**config.mk**
```make
export PLATFORM = sky130hd
export DESIGN_NAME = dmem_port_arbiter
export DESIGN_NICKNAME = d
export VERILOG_FILES = /design/src/rtl/dmem_port_arbiter.sv
export SDC_FILE = /design/constraint.sdc
export NUM_CORES = 1
export LEC_CHECK = 0
export ABC_AREA = 1
export CORE_MARGIN = 3
export CORE_UTILIZATION = 45
export DETAILED_ROUTE_END_ITERATION = 10
export HOLD_SLACK_MARGIN = 0.1
export PLACE_DENSITY = 0.86
export SETUP_SLACK_MARGIN = 0.5
export SLEW_MARGIN = 40
export SYNTH_ARGS = -nofsm -noshare
export SYNTH_HDL_FRONTEND = slang
export SYNTH_SLANG_ARGS = --single-unit
export TNS_END_PERCENT = 30
```
**constraint.sdc**
```tcl
create_clock -name clk -period 4.15 [get_ports clk]
set_input_delay 0.83 -clock clk [delete_from_list [all_inputs] [get_ports clk]]
set_output_delay 0.83 -clock clk [all_outputs]
set_load 0.02 [all_outputs]
```
**src/rtl/dmem_port_arbiter.sv**
```systemverilog
// Round-robin arbiter sharing one synchronous data-memory port between the core MEM stage
// and the NoC network-interface block-transfer engine. One access is outstanding at a time.
module dmem_port_arbiter #(
    parameter int unsigned ADDR_W  = 32,
    parameter int unsigned DATA_W  = 32,
    parameter int unsigned MEM_LAT = 2
) (
    input  logic              clk,
    input  logic              rst,
    // core MEM stage
    input  logic              core_rd,
    input  logic              core_wr,
    input  logic [ADDR_W-1:0] core_addr,
    input  logic [DATA_W-1:0] core_wdata,
    output logic [DATA_W-1:0] core_rdata,
    output logic              core_done,
    output logic              core_stall,
    // network interface
    input  logic              ni_req,
    input  logic              ni_we,
    input  logic [ADDR_W-1:0] ni_addr,
    input  logic [DATA_W-1:0] ni_wdata,
    output logic [DATA_W-1:0] ni_rdata,
    output logic              ni_done,
    // memory port
    output logic              mem_en,
    output logic              mem_we,
    output logic [ADDR_W-1:0] mem_addr,
    output logic [DATA_W-1:0] mem_wdata,
    input  logic [DATA_W-1:0] mem_rdata
);

    localparam int unsigned CntW = $clog2(MEM_LAT) + 1;

    typedef enum logic [1:0] {
        StIdle,
        StIssue,
        StWait,
        StResp
    } state_e;

    typedef enum logic {
        OwnCore = 1'b0,
        OwnNi   = 1'b1
    } owner_e;

    state_e            state_q, state_d;
    owner_e            owner_q, owner_d;
    owner_e            rr_last_q, rr_last_d;
    logic [CntW-1:0]   cnt_q, cnt_d;
    logic              we_q, we_d;
    logic              mem_en_q, mem_en_d;
    logic              mem_we_q, mem_we_d;
    logic [ADDR_W-1:0] mem_addr_q, mem_addr_d;
    logic [DATA_W-1:0] mem_wdata_q, mem_wdata_d;
    logic [DATA_W-1:0] core_rdata_q, core_rdata_d;
    logic [DATA_W-1:0] ni_rdata_q, ni_rdata_d;
    logic              core_done_q, core_done_d;
    logic              ni_done_q, ni_done_d;

    logic core_req;
    logic turnaround;
    logic grant_ni;

    assign core_req = core_rd | core_wr;

    // Requests are still asserted in the done cycle for the access just finished, so the
    // IDLE cycle that carries a done pulse must not arbitrate.
    assign turnaround = core_done_q | ni_done_q;

    always_comb begin
        state_d      = state_q;
        owner_d      = owner_q;
        rr_last_d    = rr_last_q;
        cnt_d        = cnt_q;
        we_d         = we_q;
        mem_en_d     = 1'b0;
        mem_we_d     = 1'b0;
        mem_addr_d   = mem_addr_q;
        mem_wdata_d  = mem_wdata_q;
        core_rdata_d = core_rdata_q;
        ni_rdata_d   = ni_rdata_q;
        core_done_d  = 1'b0;
        ni_done_d    = 1'b0;
        grant_ni     = 1'b0;

        case (state_q)
            StIdle: begin
                if (!turnaround && (core_req || ni_req)) begin
                    if (core_req && ni_req) begin
                        grant_ni = (rr_last_q == OwnCore);
                    end else begin
                        grant_ni = ni_req;
                    end
                    owner_d     = grant_ni ? OwnNi : OwnCore;
                    // core rd&wr together counts as a write
                    we_d        = grant_ni ? ni_we : core_wr;
                    mem_en_d    = 1'b1;
                    mem_we_d    = grant_ni ? ni_we : core_wr;
                    mem_addr_d  = grant_ni ? ni_addr : core_addr;
                    mem_wdata_d = grant_ni ? ni_wdata : core_wdata;
                    state_d     = StIssue;
                end
            end
            StIssue: begin
                cnt_d   = CntW'(MEM_LAT - 1);
                state_d = StWait;
            end
            StWait: begin
                if (cnt_q == '0) begin
                    if (!we_q) begin
                        if (owner_q == OwnCore) begin
                            core_rdata_d = mem_rdata;
                        end else begin
                            ni_rdata_d = mem_rdata;
                        end
                    end
                    state_d = StResp;
                end else begin
                    cnt_d = cnt_q - 1'b1;
                end
            end
            StResp: begin
                core_done_d = (owner_q == OwnCore);
                ni_done_d   = (owner_q == OwnNi);
                rr_last_d   = owner_q;
                state_d     = StIdle;
            end
            default: begin
                state_d = StIdle;
            end
        endcase
    end

    always_ff @(posedge clk) begin
        if (rst) begin
            state_q      <= StIdle;
            owner_q      <= OwnCore;
            rr_last_q    <= OwnNi;
            cnt_q        <= '0;
            we_q         <= 1'b0;
            mem_en_q     <= 1'b0;
            mem_we_q     <= 1'b0;
            mem_addr_q   <= '0;
            mem_wdata_q  <= '0;
            core_rdata_q <= '0;
            ni_rdata_q   <= '0;
            core_done_q  <= 1'b0;
            ni_done_q    <= 1'b0;
        end else begin
            state_q      <= state_d;
            owner_q      <= owner_d;
            rr_last_q    <= rr_last_d;
            cnt_q        <= cnt_d;
            we_q         <= we_d;
            mem_en_q     <= mem_en_d;
            mem_we_q     <= mem_we_d;
            mem_addr_q   <= mem_addr_d;
            mem_wdata_q  <= mem_wdata_d;
            core_rdata_q <= core_rdata_d;
            ni_rdata_q   <= ni_rdata_d;
            core_done_q  <= core_done_d;
            ni_done_q    <= ni_done_d;
        end
    end

    assign mem_en     = mem_en_q;
    assign mem_we     = mem_we_q;
    assign mem_addr   = mem_addr_q;
    assign mem_wdata  = mem_wdata_q;
    assign core_rdata = core_rdata_q;
    assign ni_rdata   = ni_rdata_q;
    assign core_done  = core_done_q;
    assign ni_done    = ni_done_q;
    assign core_stall = core_req & ~core_done_q;

    // The strobe is a single cycle and only one requester can complete at a time.
    a_mem_en_single : assert property (@(posedge clk) disable iff (rst) mem_en_q |=> !mem_en_q);
    a_done_onehot   : assert property (@(posedge clk) disable iff (rst) !(core_done_q && ni_done_q));

endmodule

```
### Word-level counts from Yosys, hierarchy flattened

Index checks and enable logic that the tools add are counted.

* flip-flop bits (word level): 139
* output and inout port bits: 133

* $add $sub $neg: 1
* equal/unequal tests: 6
* muxes and demuxes: 13
* bitwise logic cells: 10
* reduce and logical (&&, ||, !) cells: 15

Operator list (count)
* two-way mux 32 bit: 2
* case mux 2 bit (4 select lines): 1
* AND reduction 4 bit: 2
* NOT 1 bit: 7
* two-way mux 1 bit: 6
* two-way mux 2 bit: 3
* inequality test 2 bit, second input constant: 3
* AND reduction 2 bit: 3
* equality test 2 bit, second input constant: 2
* logical NOT 2 bit: 2
* case mux 2 bit (2 select lines): 1
* OR reduction 2 bit: 2
* OR reduction 3 bit: 1
* equality test 2 x 1 -> 1 bit, second input constant: 1
* logical AND 1 bit: 2
* OR 1 bit: 2
* nonzero test 2 bit: 1
* subtractor 2 x 1 -> 2 bit, second input constant: 1
* AND 1 bit: 1
* logical NOT 1 bit: 1
* logical OR 1 bit: 1

### Depth between registers and ports, before layout

Gate-level depths: netlist of the first run.

* depth after elaboration: 6
* mapped depth: 10
* mapped depth without buffers: 9

### Least setup slack after synthesis of the first run

Ideal clock, no wire load.

* path kind: input -> output
* start: input core_wr
* end: output core_stall
* data arrival time: 1.147 ns
* required time: 3.320 ns
* slack: 2.173 ns
* stages on the path: 2
* path buffers: 0
* path through: nor2_1 > nor2_1

* cells in the longest elaborated chain, start to end: 2

Ends and longest elaborated chain
* from (decl): RTL line 12 `input logic core_wr,`
* OR 1 bit: RTL line 65 `assign core_req = core_rd | core_wr;`
* AND 1 bit: RTL line 175 `assign core_stall = core_req & ~core_done_q;`
* to (decl): RTL line 17 `output logic core_stall,`

Every way passes these cells.

### Worst setup path after layout of the first run

Same ends and word-level chain as after synthesis.

==> summary.txt, run 1 <==
Layout
  • Sequential Area: 0.002783 sq mm
  • Area growth from synthesis to final layout: 54.51%
  • Leading cell type in the layout, fill and taps excluded: nor2_1
  • Filler instances: 1119
  • Final instance area: 0.01009 sq mm
  • NumNets Final: 1473
  • Multi-input gate area: 0.002851 sq mm
  • Count of inserted antenna diode cells: 0
  • Highest-count cells in the layout ignoring fill and taps: nor2_1, clkdlybuf4s50_1, nand2_1
  • Share of layout cells above drive strength 1: 4.186%

Critical path
  • Critical Path Max Stage Delay: 0.56 ns
  • Cell with the biggest individual delay on the critical path: clkdlybuf4s50_1
  • CP top delay family: buffers and inverters
  • Biggest fanout along the worst timing path: 3
  • CP Cell Sequence: clkdlybuf4s50_1, nor2_1, nor2_1, clkdlybuf4s50_1
  • Arrival time at the worst endpoint: 2.31 ns
  • Critical Path Start Type: primary input
  • Worst path bufs/invs: 2
  • Category of the critical setup timing path: primary input to primary output
  • CP Data Required Time: 3.32 ns
  • Critical Path End Type: primary output

Placement
  • Buffers on Ports: 298
  • Final weighted congestion of routability-driven global placement: ~0.86
  • Instance area after placement: 0.009462 sq mm
  • Placed wire-length estimate: 14570 microns
  • Worst setup slack before clock tree synthesis: 0.9844 ns

Yosys
  • Share of cell area taken by muxes after synthesis: 0%
  • Syn avg cell area: 6.315 sq um
  • Number of standard cells after synthesis: 1034
  • Synth Area in Simple Gates: around 37%
  • Compound-cell area share of the yosys netlist: 5.442%
  • Cell accounting for the most synthesized area: dfxtp_1
  • Yosys warning total: 0
  • Synthesized-area fraction occupied by adder cells: about 1.1%
  • Cell area after technology mapping: 0.006530 sq mm
  • XOR/XNOR Fraction of Synth Area: 0%
  • Distinct cell type count of the synthesized netlist: 18
  • Combinational family with the most area after synthesis: simple AND/OR/NAND/NOR gates
  • Top area cells in the synthesized netlist: dfxtp_1, nor2_1, nand2_1, inv_1, nand3_1
  • Synthesized netlist net count: 1206
  • Area share of the largest cell type after synthesis: a little over two fifths
  • Number of synthesized register bits: 139
  • Part of the Yosys area used for sequential elements: 42.61%

Pwr
  • Overall Power: 0.006551 W
  • Total power per unit cell area: 649.3 mW/mm^2
  • IR drop worst, VDD: 0.4208 mV
  • Leakage dissipation: 4.755 nW

Clock network
  • Number of clock sinks: 139
  • H-Tree Depth: 4
  • Total CTS buffers: 17
  • Clock-pin slew on the worst setup and hold paths: 0.06 ns
  • Worst-skew pair later-pin latency: 0.42 ns
  • Clock root buffer master: clkbuf_16
  • Number of setup buffers added after CTS: 0
  • Total of cells resized after clock tree synthesis: 0
  • Max Root-Sink Buffers: 2
  • Clock tree from TritonCTS: built
  • Hold buffer count at CTS: 0

Die
  • I/O pins: ~300
  • Die Span X: roughly 130 microns
  • Placeable core area: between 0.01 and 0.015 sq mm
  • Floorplan die area: ~0.016 sq mm
  • Effective utilization at floorplan: 46.50%
  • FP Rows: 43
  • Vertical extent of the die: 126.5 microns

STA
  • Hold violation total from the final report: 0
  • Pins Over Slew Limit: 0
  • Minimum clock period after layout: 3.138 ns
  • Share of the clock period used by the worst path after layout: 75.61%
  • Transition time of the tightest slew-check pin: ~0.75 ns
  • Total of endpoints with negative setup slack in the final report: 0
  • Unrepaired setup endpoints after global routing: no
  • Largest clock skew in the final design: between 0.009 and 0.01 ns
  • Highest clock frequency the design can meet: 318.7 MHz
  • Max-Slew Margin vs Limit: 50.00%
  • Post-layout worst setup margin: roughly 1.0 ns
  • Setup total negative slack: 0 ns

Global routing
  • Global-route congestion overflow total: 0
  • Number of antenna violations at the first check in global routing: 0
  • Wire length of the first global-routing pass: roughly 34000 microns
  • Pin count of the biggest net entering global routing: 68
  • Combined global-route utilization of all metal layers: 26.19%
  • Vias in the first global route: 6637

Route
  • Final ANT Viol Nets: 0
  • Vias: 7130
  • WL/cell: roughly 14 microns
  • Number of design rule violations left after detail routing: 0
  • Total Routed Length: 21500 microns
  • Violation count after the first detailed-routing iteration: 504
  • Router iterations before antenna repair: 4
  • Mean number of vias per cell: ~4.8

Flow run
  • Max-Cap Viols: 0

Hold path
  • Tightest Hold Check Type: flip-flop to flip-flop

Outcome
  • Run status: completed
==> worst min-delay path: cells and delay by family (launching register included) <==
family             cells  cell delay (ns)
and+or+nand+nor        1             0.06
AOI/OAI and AO/OA      1             0.06
DFF                    1             0.31
==> cell families (layout without fill, tap and decap cells) <==
kind of cell	after synthesis	after routing
adders and majority gates	6	6
buffers and inverters	205	485
and+or+nand+nor	613	613
DFF	139	139
AOI/OAI and AO/OA	71	71
==> synth_stat cells <==
cell,instances
buf_2,31
nand3_1,66
ha_1,6
nor3_4,2
o21ai_0,66
or2_2,1
a21oi_1,5
clkbuf_1,13
buf_6,11
buf_1,4
nand2_1,212
inv_1,140
inv_2,4
buf_4,2
nor2_1,330
dfxtp_1,139
nand3_2,1
nor3_1,1
==> final cells by class <==
type / count / area share [%]
Clock buffer: 20 / 4.625
Timing Repair Buffer: 309 / 30.33
Sequential cell: 139 / 27.58
Multi-Input combinational cell: 690 / 28.26
Inverter: 144 / 5.382
Tap cell: 180 / 2.232
Clock inverter: 12 / 1.587
==> path summary, 6_finish.rpt <==
check	start	end	cells after the start	slack, ns
setup / recovery	core_wr	core_stall	4	1.01
hold / removal	cnt_q[1]	cnt_q[1]	2	0.47
setup reg to reg	state_q[0]	core_rdata[15]	8	2.06
hold reg to reg	cnt_q[1]	cnt_q[1]	2	0.47
==> power breakdown <==
group	total (W)	internal [W]	leakage, nW	switching, W
clock network	0.00160	0.000999	0.296	0.000601
logic	0.00299	0.00124	3.32	0.00175
registers	0.00196	0.00175	1.14	0.000205
==> layer usage <==
layer | part of all wire, % | routed length, microns | GRT usage, %
met2 | 49 | 10460 | 44.99
met3 | 10 | 2170 | 9.600
met5 | 0 | 0 | 0
met4 | 2.0 | 439 | 7.445
met1 | 39 | 8429 | 30.74
==> sequential cells by signal (all words and copies together), names as in the netlist, 2 cells and up <==
signal / flops
cnt_q: 2
state_q: 2
mem_wdata: 32
mem_addr: 32
core_rdata: 32
ni_rdata: 32
==> stage by stage <==
step           instances  hold WS [ns]  utilization [%]
2_1_floorplan       1034        0.4385                -
3_3_place_gp        1462        0.4532            67.38
3_5_place_dp        1462        0.4633            67.38
4_1_cts             1494        0.4719            71.84
5_1_grt             1494        0.4938            71.85
6_report            1494        0.4663            71.85
Note: power is estimated with default switching activity, not from simulation.
==> run 2: changes to the inputs <==
- CORE_UTILIZATION: 45 -> 38
- PLACE_DENSITY: 0.86 -> 0.77
- clock period: 4.15 -> 2.8 ns (I/O delays scaled with it)
==> summary.txt, run 2 (synthesis results as in run 1) <==
Critical path
  • Worst-case register-to-register setup slack: 0.92 ns (-1.14 ns)
  • Biggest fanout along the worst timing path: 3 (unchanged)
  • Critical Path End Type: primary output
  • Arrival time at the worst endpoint: 1.70 ns (-0.61 ns)
  • Category of the critical setup timing path: primary input to primary output
  • Critical Path Start Type: primary input
  • CP Data Required Time: 2.24 ns (-1.08 ns)

Clock network
  • Clock root buffer master: clkbuf_16
  • H-Tree Depth: 4 (unchanged)
  • Number of clock sinks: 139 (unchanged)
  • Total CTS buffers: 17 (unchanged)
  • Clock-pin slew on the worst setup and hold paths: 0.06 ns (about the same)
  • Clock tree from TritonCTS: built
  • Max Root-Sink Buffers: 2 (unchanged)
  • Worst-skew pair later-pin latency: 0.42 ns (about the same)

Die
  • Die Span X: 137.1 microns (+8.4%)
  • Effective utilization at floorplan: 39.10% (-7.4 points)
  • FP Rows: 47 (+9.3%)
  • Floorplan die area: 0.01879 sq mm (+18%)
  • I/O pins: 299 (unchanged)
  • Placeable core area: 0.01670 sq mm (+19%)
  • Vertical extent of the die: 137.1 microns (+8.4%)

STA
  • Highest clock frequency the design can meet: approximately 440 MHz
  • Largest clock skew in the final design: 0.01061 ns (+0.0009295 ns)
  • Minimum clock period after layout: about 2.3 ns
  • Total of endpoints with negative setup slack in the final report: 0 (unchanged)
  • Hold violation total from the final report: 0 (unchanged)
  • Max-Slew Margin vs Limit: 59.43% (+9.4 points)
  • Setup total negative slack: 0 ns (unchanged)
  • Transition time of the tightest slew-check pin: 0.6077 ns (-0.1422 ns)
  • Pins Over Slew Limit: 0 (unchanged)
  • Unrepaired setup endpoints after global routing: no
  • Share of the clock period used by the worst path after layout: 80.75%
  • Post-layout worst setup margin: 0.5390 ns (-0.4733 ns)

Pwr
  • IR drop worst, VDD: 0.6151 mV (+46%)
  • Total power per unit cell area: 960.3 mW/mm^2 (+48%)
  • Leakage dissipation: 4.808 nW (+1.1%)

Layout
  • Leading cell type in the layout, fill and taps excluded: nor2_1
  • Filler instances: 1517 (+36%)
  • Number of standard cells in the layout, taps in and fillers out: 1539 (+3.0%)
  • Highest-count cells in the layout ignoring fill and taps: nor2_1, clkdlybuf4s50_1, nand2_1
  • NumNets Final: 1478 (+0.34%)
  • Count of inserted antenna diode cells: 0 (unchanged)
  • Area growth from synthesis to final layout: 56.73%
  • Share of layout cells above drive strength 1: 4.473% (+0.29 points)
  • Final instance area: 0.01023 sq mm (+1.4%)

Flow run
  • Max-Cap Viols: 0 (unchanged)

Route
  • Total Routed Length: 21070 microns (-2.0%)
  • Mean number of vias per cell: 4.493 (-5.9%)
  • Vias: 6914 (-3.0%)
  • Final ANT Viol Nets: 0 (unchanged)
  • Violation count after the first detailed-routing iteration: 339 (-33%)
  • Router iterations before antenna repair: 4 (unchanged)
  • Number of design rule violations left after detail routing: 0 (unchanged)
  • WL/cell: 13.69 microns (-4.9%)

Placement
  • Buffers on Ports: 298 (unchanged)
  • Final weighted congestion of routability-driven global placement: 0.7883 (-8.1%)
  • Placed wire-length estimate: 14760 microns (+1.3%)
  • Total instance count after detailed placement: 1507 (+3.1%)
  • Instance area after placement: 0.009599 sq mm (+1.5%)
  • Worst setup slack before clock tree synthesis: 0.3006 ns (-0.6838 ns)

Global routing
  • Global-route congestion overflow total: 0 (unchanged)
  • Combined global-route utilization of all metal layers: 21.59% (-4.6 points)
  • Wire length of the first global-routing pass: 32290 microns (-5.4%)
  • Pin count of the biggest net entering global routing: 53 (-22%)
  • Vias in the first global route: 6533 (-1.6%)
  • Number of antenna violations at the first check in global routing: 0 (unchanged)

Hold path
  • Tightest Hold Check Type: flip-flop to flip-flop

Outcome
  • Run status: completed
-- run 2: cell types whose count changed in the layout (fill, tap and decap cells not counted) --
cell	delta
buf_12	+4
clkbuf_8	-3
clkinv_4	+3
clkinvlp_4	-3
inv_6	+2
buf_4	+1
bufinv_16	+1
clkdlybuf4s50_1	-1
clkinv_2	+1
dlygate4sd2_1	+1
inv_1	+1
inv_2	-1
inv_4	-1
-- run 2: worst max-delay path, stage by stage --
cell             delay, ns
clkdlybuf4s50_1       0.44
nor2_1                0.27
nor2_1                0.08
dlygate4sd2_1         0.35
-- run 2: path summary, 6_finish.rpt --
kind	from	endpoint	cells past startpoint
worst max-delay path	core_wr	core_stall	4
worst min-delay path	cnt_q[1]	cnt_q[1]	2
worst max register to register	state_q[0]	core_rdata[10]	8
worst min register to register	cnt_q[1]	cnt_q[1]	2
-- run 2: final cells by class --
cell class	instances	area (sq um)	share of cell area, %
well taps	220	275.3	2.689
inverters	144	541.8	5.293
multi-input cells	690	2851	27.86
flip-flops and latches	139	2783	27.19
repair buffers	314	3147	30.75
clock inverters	15	211.5	2.066
clock buffers	17	425.4	4.156
-- run 2: metal layers --
layer | track usage, % | vias to the layer above | share of wire, %
li1 | - | 3609 | -
met1 | 22.96 | 3040 | 39
met3 | 9.890 | 25 | 11
met5 | 0 | - | 0
met2 | 38.28 | 240 | 48
met4 | 6.264 | 0 | 1.6
-- run 2: what timing repair did --
item                                    in CTS  in global routing
endpoints found under the setup margin       1                  0
setup buffers                                0                  0
hold buffers                                 0                  0
gates resized for setup                      1                  0
-- run 2: through the flow --
step | power [W] | hold slack [ns] | util, %
after floorplan | 0.005599 | 0.4385 | -
after global placement | 0.007372 | 0.4554 | 57.48
after detailed placement | 0.007448 | 0.4692 | 57.48
after CTS | 0.009939 | 0.4775 | 61.28
after global routing | 0.01054 | 0.4873 | 61.28
final | 0.009828 | 0.4709 | 61.28
-- run 2: report_power, final --
part | internal, W | leakage [nW] | switching [W] | total [W]
sequential | 0.00260 | 1.14 | 0.000306 | 0.00290
clock | 0.00151 | 0.309 | 0.000923 | 0.00243
combinational | 0.00191 | 3.36 | 0.00258 | 0.00449
total | 0.00602 | 4.81 | 0.00381 | 0.00983
